`src/rtl/bcd_mmss_timer.sv`:
```
// MM:SS BCD countdown timer with keypad entry, start/pause/clear and 7-segment decode.
// Optional alarm phase in DONE is enabled by defining TIMER_ALARM_EN.
module bcd_mmss_timer #(
   parameter int unsigned TICK_DIV     = 50_000_000,
   parameter int unsigned MAX_MIN_TENS = 9,
   parameter int unsigned ALARM_SECS   = 3
) (
   input  logic       clk,
   input  logic       rst,
   input  logic       load,
   input  logic [3:0] in,
   input  logic       start,
   input  logic       stop,
   output logic [3:0] sec_unit,
   output logic [3:0] sec_tens,
   output logic [3:0] min_unit,
   output logic [3:0] min_tens,
   output logic [6:0] seg_sec_unit,
   output logic [6:0] seg_sec_tens,
   output logic [6:0] seg_min_unit,
   output logic [6:0] seg_min_tens,
   output logic       running,
   output logic       paused,
   output logic       finished,
   output logic       err
`ifdef TIMER_ALARM_EN
   ,
   output logic       alarm
`endif
);

   localparam int unsigned PW = (TICK_DIV > 2) ? $clog2(TICK_DIV) : 1;
   localparam logic [PW-1:0] PrescMax = PW'(TICK_DIV - 1);
   localparam logic [3:0] MaxMinTens = 4'(MAX_MIN_TENS);

   typedef enum logic [1:0] {StIdle, StRun, StPause, StDone} state_e;

   state_e        state_q;
   logic [15:0]   time_q;   // {min_tens, min_unit, sec_tens, sec_unit}
   logic [PW-1:0] presc_q;
   logic          err_q;

   logic          tick;
   logic          digit_ok;
   logic          start_ok;
   logic [15:0]   time_shift;
   logic [15:0]   time_dec;
   logic          dec_zero;

`ifdef TIMER_ALARM_EN
   localparam int unsigned AW = (ALARM_SECS > 1) ? $clog2(ALARM_SECS) : 1;
   localparam logic [AW-1:0] AlarmLast = AW'(ALARM_SECS - 1);
   logic          alarm_q;
   logic [AW-1:0] acnt_q;
   assign alarm = alarm_q;
`endif

   function automatic logic [6:0] seg7(input logic [3:0] d);
      logic [6:0] s;
      case (d)
         4'd0:    s = 7'b0111111;
         4'd1:    s = 7'b0000110;
         4'd2:    s = 7'b1011011;
         4'd3:    s = 7'b1001111;
         4'd4:    s = 7'b1100110;
         4'd5:    s = 7'b1101101;
         4'd6:    s = 7'b1111101;
         4'd7:    s = 7'b0000111;
         4'd8:    s = 7'b1111111;
         4'd9:    s = 7'b1101111;
         default: s = 7'b0000000;
      endcase
      return s;
   endfunction

   assign tick       = (presc_q == PrescMax);
   assign digit_ok   = (in <= 4'd9);
   assign start_ok   = (time_q[7:4] <= 4'd5) && (time_q[15:12] <= MaxMinTens) &&
                       (time_q != 16'h0000);
   assign time_shift = {time_q[11:0], in};

   // One-second borrow chain; only used while the time is nonzero.
   always_comb begin
      time_dec = {time_q[15:4], time_q[3:0] - 4'd1};
      if (time_q[3:0] == 4'd0) begin
         time_dec[3:0] = 4'd9;
         time_dec[7:4] = time_q[7:4] - 4'd1;
         if (time_q[7:4] == 4'd0) begin
            time_dec[7:4]  = 4'd5;
            time_dec[11:8] = time_q[11:8] - 4'd1;
            if (time_q[11:8] == 4'd0) begin
               time_dec[11:8]  = 4'd9;
               time_dec[15:12] = time_q[15:12] - 4'd1;
            end
         end
      end
   end

   assign dec_zero = (time_dec == 16'h0000);

   always_ff @(posedge clk) begin
      if (!rst) begin
         state_q <= StIdle;
         time_q  <= '0;
         presc_q <= '0;
         err_q   <= 1'b0;
`ifdef TIMER_ALARM_EN
         alarm_q <= 1'b0;
         acnt_q  <= '0;
`endif
      end else begin
         err_q <= 1'b0;
         case (state_q)
            StIdle: begin
               if (stop) begin
                  time_q <= '0;
               end else if (start) begin
                  if (start_ok) begin
                     state_q <= StRun;
                     presc_q <= '0;
                  end else begin
                     err_q <= 1'b1;
                  end
               end else if (load) begin
                  if (digit_ok) time_q <= time_shift;
                  else          err_q  <= 1'b1;
               end
            end
            StRun: begin
               if (stop) begin
                  // The cycle ending at the stop edge was a running cycle, so it still counts,
                  // but a wrap is deferred so the pending tick fires right after resume.
                  state_q <= StPause;
                  if (!tick) presc_q <= presc_q + PW'(1);
               end else if (tick) begin
                  presc_q <= '0;
                  time_q  <= time_dec;
                  if (dec_zero) begin
                     state_q <= StDone;
`ifdef TIMER_ALARM_EN
                     alarm_q <= 1'b1;
                     acnt_q  <= '0;
`endif
                  end
               end else begin
                  presc_q <= presc_q + PW'(1);
               end
            end
            StPause: begin
               if (stop) begin
                  state_q <= StIdle;
                  time_q  <= '0;
               end else if (start) begin
                  state_q <= StRun;
               end
            end
            StDone: begin
               if (stop || start) begin
                  state_q <= StIdle;
`ifdef TIMER_ALARM_EN
                  alarm_q <= 1'b0;
`endif
               end else if (load) begin
                  state_q <= StIdle;
                  if (digit_ok) time_q <= time_shift;
                  else          err_q  <= 1'b1;
`ifdef TIMER_ALARM_EN
                  alarm_q <= 1'b0;
               end else if (tick) begin
                  presc_q <= '0;
                  if (acnt_q == AlarmLast) begin
                     state_q <= StIdle;
                     alarm_q <= 1'b0;
                  end else begin
                     acnt_q <= acnt_q + AW'(1);
                  end
               end else begin
                  presc_q <= presc_q + PW'(1);
`endif
               end
            end
            default: state_q <= StIdle;
         endcase
      end
   end

   assign sec_unit = time_q[3:0];
   assign sec_tens = time_q[7:4];
   assign min_unit = time_q[11:8];
   assign min_tens = time_q[15:12];

   assign seg_sec_unit = seg7(time_q[3:0]);
   assign seg_sec_tens = seg7(time_q[7:4]);
   assign seg_min_unit = seg7(time_q[11:8]);
   assign seg_min_tens = seg7(time_q[15:12]);

   assign running  = (state_q == StRun);
   assign paused   = (state_q == StPause);
   assign finished = (state_q == StDone);
   assign err      = err_q;

endmodule

```
`config.mk`:
```
export PLATFORM = sky130hd
export DESIGN_NAME = bcd_mmss_timer
export DESIGN_NICKNAME = d
export VERILOG_FILES = /design/src/rtl/bcd_mmss_timer.sv
export SDC_FILE = /design/constraint.sdc
export NUM_CORES = 1
export LEC_CHECK = 0
export ABC_AREA = 0
export CAP_MARGIN = 10
export CORE_MARGIN = 2
export CORE_UTILIZATION = 60
export CTS_BUF_LIST = sky130_fd_sc_hd__clkbuf_8
export CTS_CLUSTER_SIZE = 10
export DETAILED_ROUTE_END_ITERATION = 8
export DONT_BUFFER_PORTS = 1
export PLACE_DENSITY_LB_ADDON = 0.25
export SETUP_SLACK_MARGIN = 0.3
export SYNTH_ARGS = -nofsm -noshare
export SYNTH_HDL_FRONTEND = slang
export SYNTH_SLANG_ARGS = --single-unit
```
`constraint.sdc`:
```
create_clock -name clk -period 3.6 [get_ports clk]
set_input_delay 1.08 -clock clk [delete_from_list [all_inputs] [get_ports clk]]
set_output_delay 1.08 -clock clk [all_outputs]
set_load 0.01 [all_outputs]
```
== After elaboration in Yosys (flattened, before gate mapping) ==
Memory sizes are Yosys's and may differ from the RTL's. A register that Yosys moved wholly into a read port is not among the register bits.
Index checks and enable logic that the tools add are counted.
Word-level totals
  register bits: 45
  ROM bits: 448
  bits of input ports: 9
  word-level logic and storage cells: 91
  memories: 4
Operators by class
  add/sub/neg operators: 5
  order comparisons: 3
  equal/unequal tests: 17
  muxes and demuxes: 45
  reductions and logical operators: 13
Memory list
  (name not given): words 16, bits a word 7, read ports 1, clocked after Yosys merged registers in 1, wr ports 0, RTL line 60  | case (d)
  (name not given): words 16, bits a word 7, read ports 1, clocked after Yosys merged registers in 1, wr ports 0, RTL line 60
  (name not given): words 16, bits a word 7, read ports 1, clocked after Yosys merged registers in 1, wr ports 0, RTL line 60
  (name not given): words 16, bits a word 7, read ports 1, clocked after Yosys merged registers in 1, wr ports 0, RTL line 60
Operators with widths (number)
  26-bit two-way mux: 6
  16-bit two-way mux: 9
  16-bit one-hot mux with 4 select lines: 1
  26-bit one-hot mux with 2 select lines: 1
  4-bit two-way mux: 8
  26-bit by 1-bit adder with 26-bit output (second input constant): 1
  26-bit == test (second input constant): 1
  2-bit two-way mux: 10
  16-bit zero test: 1
  16-bit nonzero test: 1
  4-bit by 1-bit subtractor with 4-bit output (second input constant): 4
  4-bit zero test: 3
  12-bit two-way mux: 1
  2-bit != test (second input constant): 6
  5-bit AND reduction: 2
  3-bit by 2-bit != test with 1-bit output (second input constant): 3
  3-bit != test (second input constant): 3
  4-bit less-or-equal comparator (second input constant): 2
  8-bit two-way mux: 1
  2-bit one-hot mux with 4 select lines: 1
  7-bit AND reduction: 1
  1-bit two-way mux: 6
  2-bit == test (second input constant): 2
  4-bit by 3-bit less-or-equal comparator with 1-bit output (second input constant): 1
  other kinds (7): 8

== Longest topological paths before layout ==
  word-level depth: 9
  mapped depth: 15
  depth with buffers taken out: 13

== Least setup slack after synthesis ==
Ideal clock, no wire load.
  kind: input port to flip-flop
  from: input stop
  to: register seg_min_tens[5] (netlist name)
  library setup time: 114 ps
  arrival time: 3533 ps
  path slack: -47 ps
  stages on the path: 9
  path buffers: 1
  cell sequence: clkbuf_1 > nand2b_1 > a211oi_1 > nand2_1 > a311oi_1 > o21ai_0 > ha_1 > or3_1 > a21o_1
Between the ends
  longest elaborated chain between the ends: 5
Ends and longest elaborated chain
  start: declaration: RTL line 13  | input logic stop,
  1-bit logical OR: RTL line 158  | if (stop || start) begin
  2-bit != test (no source line)
  5-bit AND reduction (no source line)
  4-bit two-way mux (no source line) * (2 in a row)
Every way passes the cells marked *; elsewhere a longest branch is shown, timed or not.
A chain may end at the register's enable or synchronous reset.

== Worst setup path in the final report ==
  from: register time_q[0]
  to: register seg_min_unit[0] (netlist name)
Between the ends
  longest elaborated chain between the ends: 7
Ends and longest elaborated chain
  start: declaration: RTL line 39  | logic [15:0] time_q;
  start signal: assignment: RTL line 125  | if (digit_ok) time_q <= time_shift;
  start signal: assignment: RTL line 137  | time_q <= time_dec;
  start signal: assignment: RTL line 165  | if (digit_ok) time_q <= time_shift;
  4-bit zero test: RTL line 85  | if (time_q[3:0] == 4'd0) begin
  16-bit two-way mux: RTL line 85
  16-bit two-way mux: RTL line 135  | end else if (tick) begin
  16-bit two-way mux: RTL line 130  | if (stop) begin
  16-bit one-hot mux with 4 select lines: RTL line 113  | case (state_q)
  4-bit two-way mux (no source line) (2 in a row)
No other way between the ends. The select of a mux whose other input is x is not followed.

==> impl_results.md <==
* Most common flop cell mapped by yosys: dfxtp_1
* Drc violations at 0
* Tot Pwr at 3060 uW
* DIE AREA at 0.00840 mm2
* Area grow syn2layout at 10.2%
* CTS buffer count at 9
* Antenna viol nets, final at 0
* Peak supply drop at 301 uV
* Unrepaired setup endpoints after global routing: yes
* Vias at 4295
* TritonCTS clock tree: done
* Bufs on Longest Clock Path at 2
* Core region area at 0.00733 mm2
* RePlAce Congestion at 1.03
* Finished layout cell area at 0.00508 mm2
* Non-filler cells, final at 676
* Fin Setup TNS at 0 ps
* Cell Pwr Density at 603 mW/mm2
* Synth Register Bits at 73
* Final-report setup violation count at 0
* Via density per instance at 6.35
* Cells after DPL at 658
* Crit-path max FO at 7
* Final Hold Violating Endpoints at 0
* GRT Overall Usage at 28.7%
* Standard-cell row count at 31
* F_max at 316 MHz
* Vias in the first global route at 4053
* Avg Inst Size Synth at 8.17 um2
* H-tree Lvls at 3
* Synth cell types at 70
* Post-DP Area at 0.00480 mm2
* Starting Density at 62.9%
* Crit-path slowest cell: o311ai_0
* Total grt overflow at 0
* Input/output buffers at 0
* MaxCap Viol Count at 0
* CP Class: flip-flop to flip-flop
* Worst path max stage delay at 570 ps
* Post-synth ARST share at 0%
* Buf/Inv on CP at 1
* Post-CTS Hold Fix Bufs at 0
* Worst setup EP type: flip-flop
* Relative slew slack at 55.9%
* Later-pin clock latency in the skew report at 350 ps
* Root buffer cell: clkbuf_8
* HP Class: flip-flop to flip-flop
* Total iterations of the first detailed-routing run at 5
* Layout cells sized above 1 at 12.0%
* Post-Syn Instances at 564
* Die Ht at 91.7 um
* IO Count at 57
* Slew Limit Fails at 0
* Synthesized area at 0.00461 mm2
* Drt wl/cell at 17.9 um
* Syn nets at 607
* HPWL after DPL at 8700 um
* Leakage at 0.00206 uW
* Crit-path cells: inv_1 -> ha_1 -> or3b_1 -> nor3_4 -> o311ai_0 -> a22o_1 -> nand2_1 -> ha_1 -> nor2b_1 -> a211oi_1 -> a21o_1
* Die W at 91.7 um
* First-pass GRT wire length at 19500 um
* Antenna violations before repair at 0
* Arrival time at the worst endpoint at 3460 ps
* Clock sinks at 73
* Top Family by Delay on Critical Path: compound AO/OA/AOI/OAI gates
* Layout Nets at 616
* Total wire length at 12100 um
* Status: complete, no violations
* Fillers at 592
* Final period util at 88.0%
* DRT iter0 DRCs at 334
* Share of the yosys chip area belonging to registers at 31.7%
* Synth Warn # at 0
* Slew @ Worst Pin at 662 ps
* Final critical-path required period at 3170 ps
* Worst EP required at 3890 ps
* Clk_skew at 13.8 ps
* CP dominant cell by count: ha_1
* EDFF count, synth at 0
* Inserted Diodes at 0
* Crit start category: flip-flop
* Worst-path clk slew at 80 ps
* Largest net degree at the start of global routing at 30
[flip-flops by register name, summed over array words and instances, names as in the netlist]
register / cells
err: 1
presc_q: 26
seg_min_tens: 7
seg_min_unit: 7
seg_sec_tens: 7
seg_sec_unit: 7
state_q: 2
time_q: 16
[through the flow]
stage	hold slack, ps	utilization [%]	setup WS [ps]
4_1_cts	489	68.5	324
2_1_floorplan	449	-	303
3_5_place_dp	476	65.5	34.3
6_report	490	69.3	431
5_1_grt	503	69.3	279
3_3_place_gp	461	65.5	196
[final timing paths]
path                            start                        to  slack, ps  depth (start not counted)
max reg2reg    time_q[0]$_SDFFE_PN0N_   seg_min_unit[0]$_DFF_P_        430                         11
max            time_q[0]$_SDFFE_PN0N_   seg_min_unit[0]$_DFF_P_        430                         11
min          presc_q[21]$_SDFFE_PN0P_  presc_q[21]$_SDFFE_PN0P_        490                          2
min reg2reg  presc_q[21]$_SDFFE_PN0P_  presc_q[21]$_SDFFE_PN0P_        490                          2
[worst reg2reg max path, delay by kind of cell, from the launching register on]
| family | cells | cell delay [ps] |
|---|---|---|
| buf+inv | 1 | 150 |
| compound gates | 4 | 1270 |
| flops | 1 | 500 |
| simple gates | 4 | 680 |
| fa+ha+maj | 2 | 520 |
[area by class of cell]
class | count | area [um2] | share of cell area [%]
multi-input combinational | 429 | 2940 | 58.0
sequential | 73 | 1460 | 28.8
timing repair buffer | 28 | 210 | 4.14
clock buffer | 10 | 138 | 2.71
tap | 99 | 124 | 2.44
inverter | 32 | 120 | 2.37
clock inverter | 5 | 81.3 | 1.60
[routing by layer]
layer | share of wire [%] | vias up | routed length, um | GRT usage, %
met2 | 46 | 173 | 5540 | 45.5
li1 | - | 2054 | - | -
met1 | 43 | 2043 | 5150 | 37.0
met3 | 9.3 | 25 | 1120 | 8.46
met5 | 0 | - | 0 | 0
met4 | 2.2 | 0 | 269 | 10.2
[cells by family after synthesis]
kind of cell	count (synthesis)	synth area share [%]
and+or+nand+nor	214	24.1
AOI/OAI and AO/OA	147	22.4
DFF	73	31.7
buffers and inverters	62	5.75
adders and majority gates	34	9.23
xor gates and xnor gates	25	4.75
muxes	9	2.09
[report_power, final]
group	switching [uW]	internal (uW)	leakage, uW
combinational	791	527	0.00135
clock	313	405	0.000114
sequential	117	910	0.000592
[cells in the final DEF, fill, tap and decap left out, types with 15 or more instances in the layout]
cell type	instances
nor2_1	51
buf_4	28
nor3_1	15
inv_1	33
o21ai_0	23
nand2_1	41
a21oi_1	27
ha_1	30
dfxtp_1	73
nand3_1	20
nor4_1	16
[Yosys cell counts, types with 5 or more instances]
library cell | count | area, um2
o21ai_0 | 25 | 125
mux2i_1 | 7 | 70.1
a31oi_1 | 9 | 56.3
a22oi_1 | 6 | 45.0
nor2b_1 | 5 | 31.3
nor3_1 | 15 | 75.1
clkbuf_1 | 19 | 71.3
o21a_1 | 6 | 45.0
a21o_1 | 12 | 90.1
nor4_1 | 16 | 100
nor2_1 | 51 | 191
and2_1 | 10 | 62.6
inv_1 | 32 | 120
ha_1 | 34 | 425
buf_2 | 6 | 30.0
dfxtp_1 | 73 | 1460
o31ai_1 | 7 | 52.6
a21oi_1 | 28 | 140
nand3_1 | 20 | 100
nand4_1 | 10 | 62.6
or3_1 | 6 | 37.5
nand2b_1 | 9 | 56.3
nand2_1 | 42 | 158
and3_1 | 10 | 62.6
xnor2_1 | 13 | 114
xor2_1 | 12 | 105
[what timing repair did]
item,4_1_cts,5_1_grt
setup buffers,0,3
gates resized for setup,0,11
setup endpoints to repair,0,15
Power figures use the tool's default switching activity.
